`src/rtl/serial_subtractor_if.sv`:
```
// Start/busy/done handshake bundle for the digit-serial subtractor.
// The master issues operands and the slave (the subtractor) returns the result.
interface serial_subtractor_if #(
  parameter int WIDTH = 8
);
  logic             start;
  logic [WIDTH-1:0] a;
  logic [WIDTH-1:0] b;
  logic             bin;
  logic             busy;
  logic             done;
  logic [WIDTH-1:0] diff;
  logic             bout;
  logic             ovf;

  modport master (
    output start, a, b, bin,
    input  busy, done, diff, bout, ovf
  );

  modport slave (
    input  start, a, b, bin,
    output busy, done, diff, bout, ovf
  );
endinterface

```
`src/rtl/serial_subtractor.sv`:
```
// Multi-cycle subtractor computing diff = a - b - bin over WIDTH bits,
// DIGIT bits per clock, least-significant digit first, with a registered borrow.
module serial_subtractor #(
  parameter int WIDTH  = 8,
  parameter int DIGIT  = 1,
  parameter int SIGNED = 0
) (
  input  logic             clk,
  input  logic             rst_n,
  serial_subtractor_if.slave bus
);

  localparam int N      = WIDTH / DIGIT;
  localparam int CW_RAW = $clog2(N + 1);
  localparam int CW     = (CW_RAW < 1) ? 1 : CW_RAW;
  localparam logic [CW-1:0] LAST = CW'(N - 1);

  if (WIDTH < 1 || DIGIT < 1 || (WIDTH % DIGIT) != 0) begin : g_badParam
    $error("serial_subtractor: DIGIT must divide WIDTH and WIDTH must be >= 1");
  end

  typedef enum logic [1:0] {
    IDLE,
    RUN,
    DONE
  } state_t;

  state_t           r_state;
  state_t           w_nextState;
  logic             w_accept;
  logic             w_lastDigit;

  logic [WIDTH-1:0] r_a;
  logic [WIDTH-1:0] r_b;
  logic [WIDTH-1:0] r_work;
  logic             r_borrow;
  logic [CW-1:0]    r_cnt;
  logic             r_aMsb;
  logic             r_bMsb;

  logic [WIDTH-1:0] r_diff;
  logic             r_bout;
  logic             r_ovf;

  logic [DIGIT:0]   w_digit;
  logic             w_nb;
  logic [WIDTH-1:0] w_workNext;
  logic             w_ovfNext;

  assign w_digit = {1'b0, r_a[DIGIT-1:0]} - {1'b0, r_b[DIGIT-1:0]}
                   - {{DIGIT{1'b0}}, r_borrow};
  assign w_nb    = w_digit[DIGIT];

  // New digits enter at the MSB end so the result lands in place after N steps.
  if (DIGIT == WIDTH) begin : g_fullDigit
    assign w_workNext = w_digit[DIGIT-1:0];
  end else begin : g_shiftDigit
    assign w_workNext = {w_digit[DIGIT-1:0], r_work[WIDTH-1:DIGIT]};
  end

  assign w_ovfNext = (SIGNED != 0) && (r_aMsb != r_bMsb)
                     && (w_workNext[WIDTH-1] != r_aMsb);

  always_ff @(posedge clk or negedge rst_n) begin
    if (!rst_n) begin
      r_state <= IDLE;
    end else begin
      r_state <= w_nextState;
    end
  end

  always_comb begin
    w_nextState = r_state;
    w_accept    = 1'b0;
    w_lastDigit = 1'b0;
    case (r_state)
      IDLE: begin
        if (bus.start) begin
          w_accept    = 1'b1;
          w_nextState = RUN;
        end
      end
      RUN: begin
        if (r_cnt == LAST) begin
          w_lastDigit = 1'b1;
          w_nextState = DONE;
        end
      end
      DONE: begin
        if (bus.start) begin
          w_accept    = 1'b1;
          w_nextState = RUN;
        end else begin
          w_nextState = IDLE;
        end
      end
      default: w_nextState = IDLE;
    endcase
  end

  // Result registers only load on the final digit, so they hold through RUN.
  always_ff @(posedge clk or negedge rst_n) begin
    if (!rst_n) begin
      r_a      <= '0;
      r_b      <= '0;
      r_work   <= '0;
      r_borrow <= 1'b0;
      r_cnt    <= '0;
      r_aMsb   <= 1'b0;
      r_bMsb   <= 1'b0;
      r_diff   <= '0;
      r_bout   <= 1'b0;
      r_ovf    <= 1'b0;
    end else if (w_accept) begin
      r_a      <= bus.a;
      r_b      <= bus.b;
      r_borrow <= bus.bin;
      r_cnt    <= '0;
      r_aMsb   <= bus.a[WIDTH-1];
      r_bMsb   <= bus.b[WIDTH-1];
    end else if (r_state == RUN) begin
      r_work   <= w_workNext;
      r_a      <= r_a >> DIGIT;
      r_b      <= r_b >> DIGIT;
      r_borrow <= w_nb;
      r_cnt    <= r_cnt + 1'b1;
      if (w_lastDigit) begin
        r_diff <= w_workNext;
        r_bout <= w_nb;
        r_ovf  <= w_ovfNext;
      end
    end
  end

  assign bus.busy = (r_state == RUN);
  assign bus.done = (r_state == DONE);
  assign bus.diff = r_diff;
  assign bus.bout = r_bout;
  assign bus.ovf  = r_ovf;

endmodule

```
`src/flat_wrapper.sv`:
```
// flat-port wrapper written by rule: the top's interface ports become plain ports
module serial_subtractor_flat 
#(
  parameter int WIDTH  = 8,
  parameter int DIGIT  = 1,
  parameter int SIGNED = 0
)
  (clk, rst_n, bus_start, bus_a, bus_b, bus_bin, bus_busy, bus_done, bus_diff, bus_bout, bus_ovf);
  serial_subtractor_if #(.WIDTH(WIDTH)) bus_i ();
  input  logic clk;
  input  logic rst_n;
  input wire logic [$bits(bus_i.start)-1:0] bus_start;
  input wire logic [$bits(bus_i.a)-1:0] bus_a;
  input wire logic [$bits(bus_i.b)-1:0] bus_b;
  input wire logic [$bits(bus_i.bin)-1:0] bus_bin;
  output wire logic [$bits(bus_i.busy)-1:0] bus_busy;
  output wire logic [$bits(bus_i.done)-1:0] bus_done;
  output wire logic [$bits(bus_i.diff)-1:0] bus_diff;
  output wire logic [$bits(bus_i.bout)-1:0] bus_bout;
  output wire logic [$bits(bus_i.ovf)-1:0] bus_ovf;
  assign bus_i.start = bus_start;
  assign bus_i.a = bus_a;
  assign bus_i.b = bus_b;
  assign bus_i.bin = bus_bin;
  assign bus_busy = bus_i.busy;
  assign bus_done = bus_i.done;
  assign bus_diff = bus_i.diff;
  assign bus_bout = bus_i.bout;
  assign bus_ovf = bus_i.ovf;
  serial_subtractor #(.WIDTH(WIDTH), .DIGIT(DIGIT), .SIGNED(SIGNED)) u_core (.clk(clk), .rst_n(rst_n), .bus(bus_i));
endmodule
```
`config.mk`:
```
export PLATFORM = sky130hd
export DESIGN_NAME = serial_subtractor_flat
export DESIGN_NICKNAME = d
export VERILOG_FILES = /design/src/rtl/serial_subtractor_if.sv /design/src/rtl/serial_subtractor.sv /design/src/flat_wrapper.sv
export SDC_FILE = /design/constraint.sdc
export NUM_CORES = 1
export LEC_CHECK = 0
export CAP_MARGIN = 20
export CORE_MARGIN = 2
export CORE_UTILIZATION = 50
export CTS_BUF_LIST = sky130_fd_sc_hd__clkbuf_8
export DETAILED_ROUTE_END_ITERATION = 10
export GPL_TIMING_DRIVEN = 0
export HOLD_SLACK_MARGIN = 0.15
export PLACE_DENSITY_LB_ADDON = 0.2
export RECOVER_POWER = 25
export SLEW_MARGIN = 20
export SYNTH_ARGS = -nofsm -noshare
export SYNTH_HDL_FRONTEND = slang
export SYNTH_SLANG_ARGS = --single-unit
```
`constraint.sdc`:
```
create_clock -name clk -period 3.5 [get_ports clk]
set_input_delay 0.875 -clock clk [delete_from_list [all_inputs] [get_ports clk]]
set_output_delay 0.875 -clock clk [all_outputs]
set_load 0.01 [all_outputs]
```
== Word-level counts from Yosys, hierarchy flattened ==
Cells that the tools add are included.

* Bits in registers: 40
* Logic and storage cells: 39
* Input bits: 20
* Output and inout port bits: 12

* Bitwise gates (word level): 1
* Add/sub/neg operators: 3
* Reductions and logical operators: 6
* Multiplexer cells: 16
* Equality and inequality tests: 5

{| class="wikitable"
|+ Operator list
! operator !! number
|-
| 8-bit two-way mux || 4
|-
| 4-bit two-way mux || 2
|-
| 1-bit two-way mux || 7
|-
| 2-bit case mux with 3 select lines || 1
|-
| 4-bit by 1-bit adder with 4-bit output (second input constant) || 1
|-
| 4-bit by 3-bit equality test with 1-bit output (second input constant) || 1
|-
| 2-bit two-way mux || 2
|-
| 2-bit AND reduction || 2
|-
| 3-bit AND reduction || 1
|-
| 2-bit by 1-bit equality test with 1-bit output (second input constant) || 1
|-
| 2-bit equality test (second input constant) || 1
|-
| 2-bit logical NOT || 1
|-
| 2-bit by 1-bit inequality test with 1-bit output (second input constant) || 1
|-
| 2-bit inequality test (second input constant) || 1
|-
| 2-bit nonzero test || 1
|-
| 2-bit OR reduction || 1
|-
| 1-bit by 1-bit subtractor with 2-bit output || 1
|-
| 2-bit by 1-bit subtractor with 2-bit output || 1
|-
| 1-bit NOT || 1
|}

== Logic depth before layout (Yosys ltp) ==
Gate-level depths: netlist of the first run.

* Word-level depth: 5
* Depth in mapped cells: 6
* Mapped depth without buffers: 4

== Worst setup path after synthesis of the first run ==
OpenSTA, ideal clock, no wires.

* Path type: flip-flop to output port
* From: reg u_core.r_state[0]
* To: out bus_busy
* Stages on the path, launching flop included: 5
* Arrival time: 0.961 ns
* Data required time: 2.625 ns
* Buffers on the path: 2
* Setup slack: 1.664 ns
* Cell sequence: dfrtp_1 > nand2b_1 > buf_6 > clkinv_1 > buf_2

* Longest elaborated chain between the ends: 1

{| class="wikitable"
|+ RTL lines
! item !! RTL line !! text
|-
| start: declaration || serial_subtractor.sv:28 || <nowiki>state_t r_state;</nowiki>
|-
| start signal: assignment || serial_subtractor.sv:68 || <nowiki>r_state <= w_nextState;</nowiki>
|-
| 2-bit by 1-bit equality test with 1-bit output || serial_subtractor.sv:135 || <nowiki>assign bus.busy = (r_state == RUN);</nowiki>
|-
| end: declaration || flat_wrapper.sv:16 || <nowiki>output wire logic [$bits(bus_i.busy)-1:0] bus_busy;</nowiki>
|}

Every way passes these cells.

== Worst setup path after layout of the first run ==
* From: reg u_core.r_state[1]
* To: out bus_busy

The elaborated chain is that of the path after synthesis.

==> impl_metrics.json, run 1 <==
{
  "cts_buffer_depth": 2,
  "multiInputGateArea_sq_um": 593.1,
  "yosysSeqAreaShare_pct": 59.95,
  "core.rowCount": 20,
  "vias": 1228,
  "tightest_slew_ns": 1.124,
  "nets": 213,
  "fin_skew_ns": 0.005557,
  "cts_resized": 0,
  "synthesis.nets": 175,
  "dieArea_sq_um": 3728,
  "min_period_ns": 2.819,
  "place_ws_ns": 0.9922,
  "seq_area_sq_um": 975.9,
  "place_area_sq_um": 2006,
  "worstPathCellList": "nand2b_1 -> buf_6 -> clkinv_1 -> buf_2 -> clkdlybuf4s50_1",
  "syn_area_per_cell_sq_um": 10.64,
  "hold_path_class": "reg2reg",
  "viasPerCell": 5.203,
  "diodes": 0,
  "internal_power_mw": 1.232,
  "drv_cap": 0,
  "grt_pass1_vias": 1200,
  "startpoint_type": "flop",
  "drt-total-wl_mm": 3.361,
  "grt_setup_unrepaired": "no",
  "io_pins": 32,
  "yosysTopAreaCellShare_pct": 59.95,
  "hold_viol": 0,
  "clkPwrFrac_pct": 20.6,
  "synth_top_area_cell": "dfrtp_1",
  "synth_cell_types": 29,
  "worstPathMaxFanout": 10,
  "grt_max_degree": 23,
  "p_switching_mw": 0.6596,
  "slowest_delay_ns": 0.58,
  "fin_ws_ns": 0.6806,
  "grt_usage_pct": 21.24,
  "critPathSlowestCell": "clkdlybuf4s50_1",
  "status": "finished clean",
  "synth_cells": 153,
  "setup_tns_ns": 0,
  "cts_tree": "done",
  "grt_pass1_wl_mm": 5.602,
  "hpwl_mm": 2.383,
  "setup_viol": 0,
  "die_y_um": 61.06,
  "stdcell_area_sq_um": 2098,
  "clk_pin_slew_worst_paths_ns": 0.08,
  "path_class": "reg2out",
  "initialDrtViolationCount": 56,
  "cp.arrival_ns": 1.94,
  "postRouteAntennaNets": 0,
  "endpoint_kind": "primary output",
  "postCtsSetupRepairBufs": 0,
  "layout-drive-gt1-share_pct": 10.94,
  "leakage_nw": 0.9529,
  "ir_drop_mv": 0.4608,
  "final_util_pct": 68.17,
  "p_comb_share_pct": 37.9,
  "slew_violations": 0,
  "htree_num_levels": 2,
  "slew_headroom_pct": 25.09,
  "yosysWarnings": 0,
  "fp.dieW_um": 61.06,
  "place_congestion": 0.8016,
  "swShare_pct": 34.88,
  "wl_per_cell_um": 14.24,
  "overflow": 0,
  "area_growth_syn_to_layout_pct": 28.90,
  "start_util_pct": 52.89,
  "powerDensity_nw_per_um2": 901.3,
  "p_seq_share_pct": 41.5,
  "cts-root-buf": "clkbuf_8",
  "synth-seq-cells": 39,
  "cts_hold_buf": 0,
  "critPathBufInv": 4,
  "grt_antenna_before_repair": 0,
  "drt_first_pass_iters": 4,
  "fp.coreArea_sq_um": 3078,
  "ys_top_cells_by_area": "dfrtp_1 (60%), nand2_1 (8.8%), mux2_2 (5.5%)",
  "cts_sinks": 39,
  "required_ns": 2.62,
  "p_total_mw": 1.891,
  "syn-cell-area_sq_um": 1628,
  "io_buffers": 30,
  "route.detailed.drc": 0,
  "fmax_mhz": 354.7,
  "path_delay_family": "buffers and inverters",
  "cts_made_buffers": 5,
  "clock_latency_ns": 0.29,
  "fillCellCount": 242,
  "min_period_over_period_pct": 80.55
}
## flip-flops by register name (all words and copies together) (netlist names)
signal and flops:
u_core.bus.bout 1, u_core.bus.diff 8, u_core.r_a 8, u_core.r_b 8
u_core.r_borrow 1, u_core.r_cnt 4, u_core.r_state 2, u_core.r_work 7
## cells by family (layout without fill, tap and decap cells)
| family | count (synthesis) | count (layout) | share of synthesized area (%) |
|---|---|---|---|
| XOR/XNOR | 1 | 1 | 0.5381 |
| AO/OA/AOI/OAI | 21 | 21 | 8.839 |
| adder cells (fa/ha/maj) | 2 | 2 | 1.998 |
| other | 1 | 1 | 0.2304 |
| multiplexers | 10 | 10 | 6.764 |
| buffers and inverters | 12 | 51 | 3.613 |
| AND/OR/NAND/NOR | 67 | 67 | 18.06 |
| flip-flops | 39 | 39 | 59.95 |
## per-layer routing
metal | share of wire [%] | global-route usage, % | up-vias
met5 | 0 | 0 | -
met4 | 1.3 | 7.453 | 0
met3 | 5.2 | 6.303 | 7
met2 | 49 | 33.74 | 32
met1 | 44 | 27.92 | 598
li1 | - | - | 591
## worst register-to-register path, stage by stage (launching register included)
cell and delay [ns]:
dfrtp_1 0.38, nand2b_1 0.15, buf_6 0.14, nor3_4 0.45, mux2_2 0.40
## layout by cell type, fill, tap and decap left out, drive strengths merged
cell,instances
xor2,1
a221o,1
clkinv,2
and2b,1
clkdlybuf4s50,29
nand2,38
nor2b,1
nand3,5
mux2i,2
mux2,8
nor3,6
inv,2
ha,1
conb,1
nand3b,1
nand2b,2
buf,4
clkbuf,13
nand4,1
a22oi,4
dfrtp,39
a22o,3
nor2,12
bufinv,1
o21ai,3
o22ai,4
fa,1
a31oi,6
## area by class of cell
| type | instances | area share, % |
|---|---|---|
| clock inverters | 2 | 1.670 |
| inverters | 3 | 0.5367 |
| repair buffers | 31 | 14.19 |
| clock buffers | 6 | 3.936 |
| multi-input cells | 102 | 28.26 |
| flip-flops and latches | 39 | 46.51 |
| plain buffers | 9 | 2.266 |
| well taps | 44 | 2.624 |
## through the flow
| stage | instances | hold slack (ns) |
|---|---|---|
| after floorplan | 153 | 0.4402 |
| after global placement | 227 | 0.4568 |
| after detailed placement | 228 | 0.4596 |
| after CTS | 236 | 0.4764 |
| after global routing | 236 | 0.4893 |
| final | 236 | 0.4752 |
## worst paths after layout
kind	start	endpoint	slack [ns]	depth (start not counted)
max in group asynchronous	rst_n	u_core.r_work[2]$_DFFE_PN0P_	1.27	2
max reg2reg	u_core.r_state[1]$_DFFE_PN0P_	u_core.bus.bout$_DFFE_PN0P_	1.85	4
max	u_core.r_state[1]$_DFFE_PN0P_	bus_busy	0.68	5
min in group asynchronous	rst_n	u_core.r_b[4]$_DFFE_PN0P_	0.70	1
min reg2reg	u_core.r_work[1]$_DFFE_PN0P_	u_core.r_work[1]$_DFFE_PN0P_	0.48	2
min	u_core.r_work[1]$_DFFE_PN0P_	u_core.r_work[1]$_DFFE_PN0P_	0.48	2
## synth_stat cells
cell type,n
inv_1,2
buf_4,1
and2b_1,1
nor2_1,12
conb_1,1
buf_6,1
fa_1,1
mux2_2,8
nand2_1,38
a22oi_1,4
nand3b_1,1
clkbuf_1,5
o22ai_1,4
o21ai_0,3
nand2b_1,2
nand3_1,5
nand4_1,1
nor3_1,5
buf_2,2
nor3_4,1
ha_1,1
a31oi_1,6
nor2b_1,1
clkinv_1,1
xor2_1,1
a22o_1,3
dfrtp_1,39
a221o_1,1
mux2i_1,2
## power groups by stage
| stage | sequential [mW] | combinational [mW] | clock [mW] |
|---|---|---|---|
| after floorplan | 0.783 | 0.454 | 0 |
| after global placement | 0.782 | 0.698 | 0 |
| after detailed placement | 0.794 | 0.721 | 0 |
| after CTS | 0.786 | 0.727 | 0.396 |
| after global routing | 0.809 | 0.801 | 0.417 |
| final | 0.785 | 0.717 | 0.389 |
Power figures use the tool's default switching activity.
==> run 2, diff against run 1 <==
==> constraint.sdc (replaced) <==
create_clock -name clk -period 2.7 [get_ports clk]
set_input_delay 0.675 -clock clk [delete_from_list [all_inputs] [get_ports clk]]
set_output_delay 0.675 -clock clk [all_outputs]
set_load 0.01 [all_outputs]
==> results of run 2 <==
The final DEF is identical to that of run 1. Status: finished clean.
Main changes from that run: setup slack after placement 0.9922 ns -> 0.3922 ns; setup slack after layout 0.6806 ns -> 0.08062 ns; register-to-register setup slack 1.85 ns -> 1.05 ns; total power 1.891 mW -> 2.452 mW; worst IR drop on VDD 0.4608 mV -> 0.5974 mV
==> run 3, diff against run 2 <==
--- a/config.mk
+++ b/config.mk
@@ -6,6 +6,7 @@
 export NUM_CORES = 1
 export LEC_CHECK = 0
 export CAP_MARGIN = 20
+export CORE_ASPECT_RATIO = 2
 export CORE_MARGIN = 2
 export CORE_UTILIZATION = 50
 export CTS_BUF_LIST = sky130_fd_sc_hd__clkbuf_8
==> run 3 against run 2 <==
Against the previous run:
- the flow now finishes with violations (max-capacitance violations, max-slew violations)
- register-to-register slack worse by 0.02 ns
- first-iteration DRC count down 21%
- via count up 1.2%
- clock power is 0.8% lower
- maximum frequency is 1.6% higher
- design area decreased by 0.48%
- clock skew is 0.0023 ns higher
- power about the same
- global-route usage down 1.5 points
==> impl_metrics.json, run 3 (same netlist as run 1, synthesis figures left out) <==
{
  "status": "finished, violations left",
  "violations": "max-capacitance violations, max-slew violations",
  "final_util_pct": 66.15,
  "use_met3_pct": 4.301,
  "place_congestion": 0.8411,
  "fp.coreArea_sq_um": 3157,
  "cts_buffer_depth": 2,
  "final_common_cell": "dfrtp_1",
  "route.detailed.drc": 0,
  "area_growth_syn_to_layout_pct": 28.29,
  "worstPathMaxFanout": 10,
  "cts_made_buffers": 5,
  "grt.busiest_layer": "met2",
  "layout_common_cells": "dfrtp_1 (39), nand2_1 (38), clkdlybuf4s50_1 (29)",
  "vias": 1243,
  "fp.dieW_um": 44.35,
  "startpoint_type": "flop",
  "fin_ws_ns": 0.1227,
  "htree_num_levels": 2,
  "grtUsageMet1_pct": 22.03,
  "hpwl_mm": 2.452,
  "wl_per_cell_um": 14.74,
  "clock_latency_ns": 0.29,
  "cts-root-buf": "clkbuf_8",
  "grt_usage_pct": 19.74,
  "die_y_um": 84.69,
  "ir_drop_mv": 0.8638,
  "nets": 213,
  "overflow": 0,
  "grt_pass1_vias": 1251,
  "min_period_over_period_pct": 95.45,
  "setup_tns_ns": 0,
  "io_buffers": 30,
  "critPathSlowestCell": "clkdlybuf4s50_1",
  "leakage_nw": 0.9531,
  "reg2reg_depth": 4,
  "start_util_pct": 51.57,
  "powerDensity_nw_per_um2": 1173,
  "dp_cells": 215,
  "required_ns": 2.03,
  "slowest_delay_ns": 0.55,
  "core.rowCount": 29,
  "endpoint_kind": "primary output",
  "clk_pin_slew_worst_paths_ns": 0.07,
  "place_ws_ns": 0.3670,
  "stdcell_area_sq_um": 2088,
  "fin_hold_ws_ns": 0.3375,
  "slew_headroom_pct": -1.071,
  "hold_viol": 0,
  "layout-drive-gt1-share_pct": 11.46,
  "drt-total-wl_mm": 3.286,
  "hold_path_class": "in2async",
  "initialDrtViolationCount": 44,
  "fmax_mhz": 388.0,
  "setup_viol": 0,
  "dieArea_sq_um": 3756,
  "p_total_mw": 2.450,
  "drv_cap": 1,
  "cts_sinks": 39,
  "grt_setup_unrepaired": "no",
  "slew_violations": 30,
  "fin_skew_ns": 0.007898,
  "postCtsSetupRepairBufs": 0,
  "io_pins": 32,
  "viasPerCell": 5.574,
  "diodes": 0,
  "drt_first_pass_iters": 5,
  "grt_util_met2_pct": 33.82,
  "instances_no_fill": 223,
  "min_period_ns": 2.577,
  "tightest_slew_ns": 1.516,
  "postRouteAntennaNets": 0,
  "cts_tree": "done",
  "grt_pass1_wl_mm": 5.409,
  "path_class": "reg2out",
  "cp.arrival_ns": 1.90,
  "grt_max_degree": 30,
  "place_area_sq_um": 1982,
  "grt_antenna_before_repair": 0,
  "worstPathCellList": "nand2b_1 -> buf_6 -> clkinvlp_4 -> clkbuf_4 -> clkdlybuf4s50_1"
}
-- run 3: path summary, 6_finish.rpt --
kind / startpoint / end / slack (ns)
max: u_core.r_state[1]$_DFFE_PN0P_ / bus_busy / 0.12
min: rst_n / u_core.r_work[2]$_DFFE_PN0P_ / 0.34
max reg2reg: u_core.r_state[1]$_DFFE_PN0P_ / u_core.bus.diff[4]$_DFFE_PN0P_ / 1.03
min reg2reg: u_core.r_work[1]$_DFFE_PN0P_ / u_core.r_work[1]$_DFFE_PN0P_ / 0.49
max in group asynchronous: rst_n / u_core.r_work[6]$_DFFE_PN0P_ / 0.58
min in group clk: u_core.r_work[1]$_DFFE_PN0P_ / u_core.r_work[1]$_DFFE_PN0P_ / 0.49
-- run 3: worst max-delay path: cells and delay by family, from the launching register on --
kind | cells | cell delay (ns)
DFF | 1 | 0.40
buffers and inverters | 4 | 1.06
and+or+nand+nor | 1 | 0.16
-- run 3: metal layers --
metal / part of all wire, % / vias to the layer above / wire, um
met5: 0 / - / 0
met4: 2.3 / 0 / 74
met3: 4.1 / 6 / 135
met2: 55 / 36 / 1798
met1: 39 / 610 / 1277
li1: - / 591 / -
-- run 3: area by class of cell --
cell class,instances,area [sq um]
multi-input combinational,102,593.1
sequential,39,975.9
clock inverter,2,35.03
clock buffer,6,82.58
inverter,3,15.01
buffer,9,50.05
tap,31,38.79
fill,278,1069
timing repair buffer,31,297.8
-- run 3: timing repair --
item,4_1_cts,5_1_grt
resized for setup,0,2
endpoints found under the setup margin,0,1
hold buffers,0,0
-- run 3: power breakdown --
group	switching (mW)	leakage, nW	internal [mW]
sequential	0.161	0.487	0.852
combinational	0.483	0.405	0.453
clock	0.202	0.0612	0.299
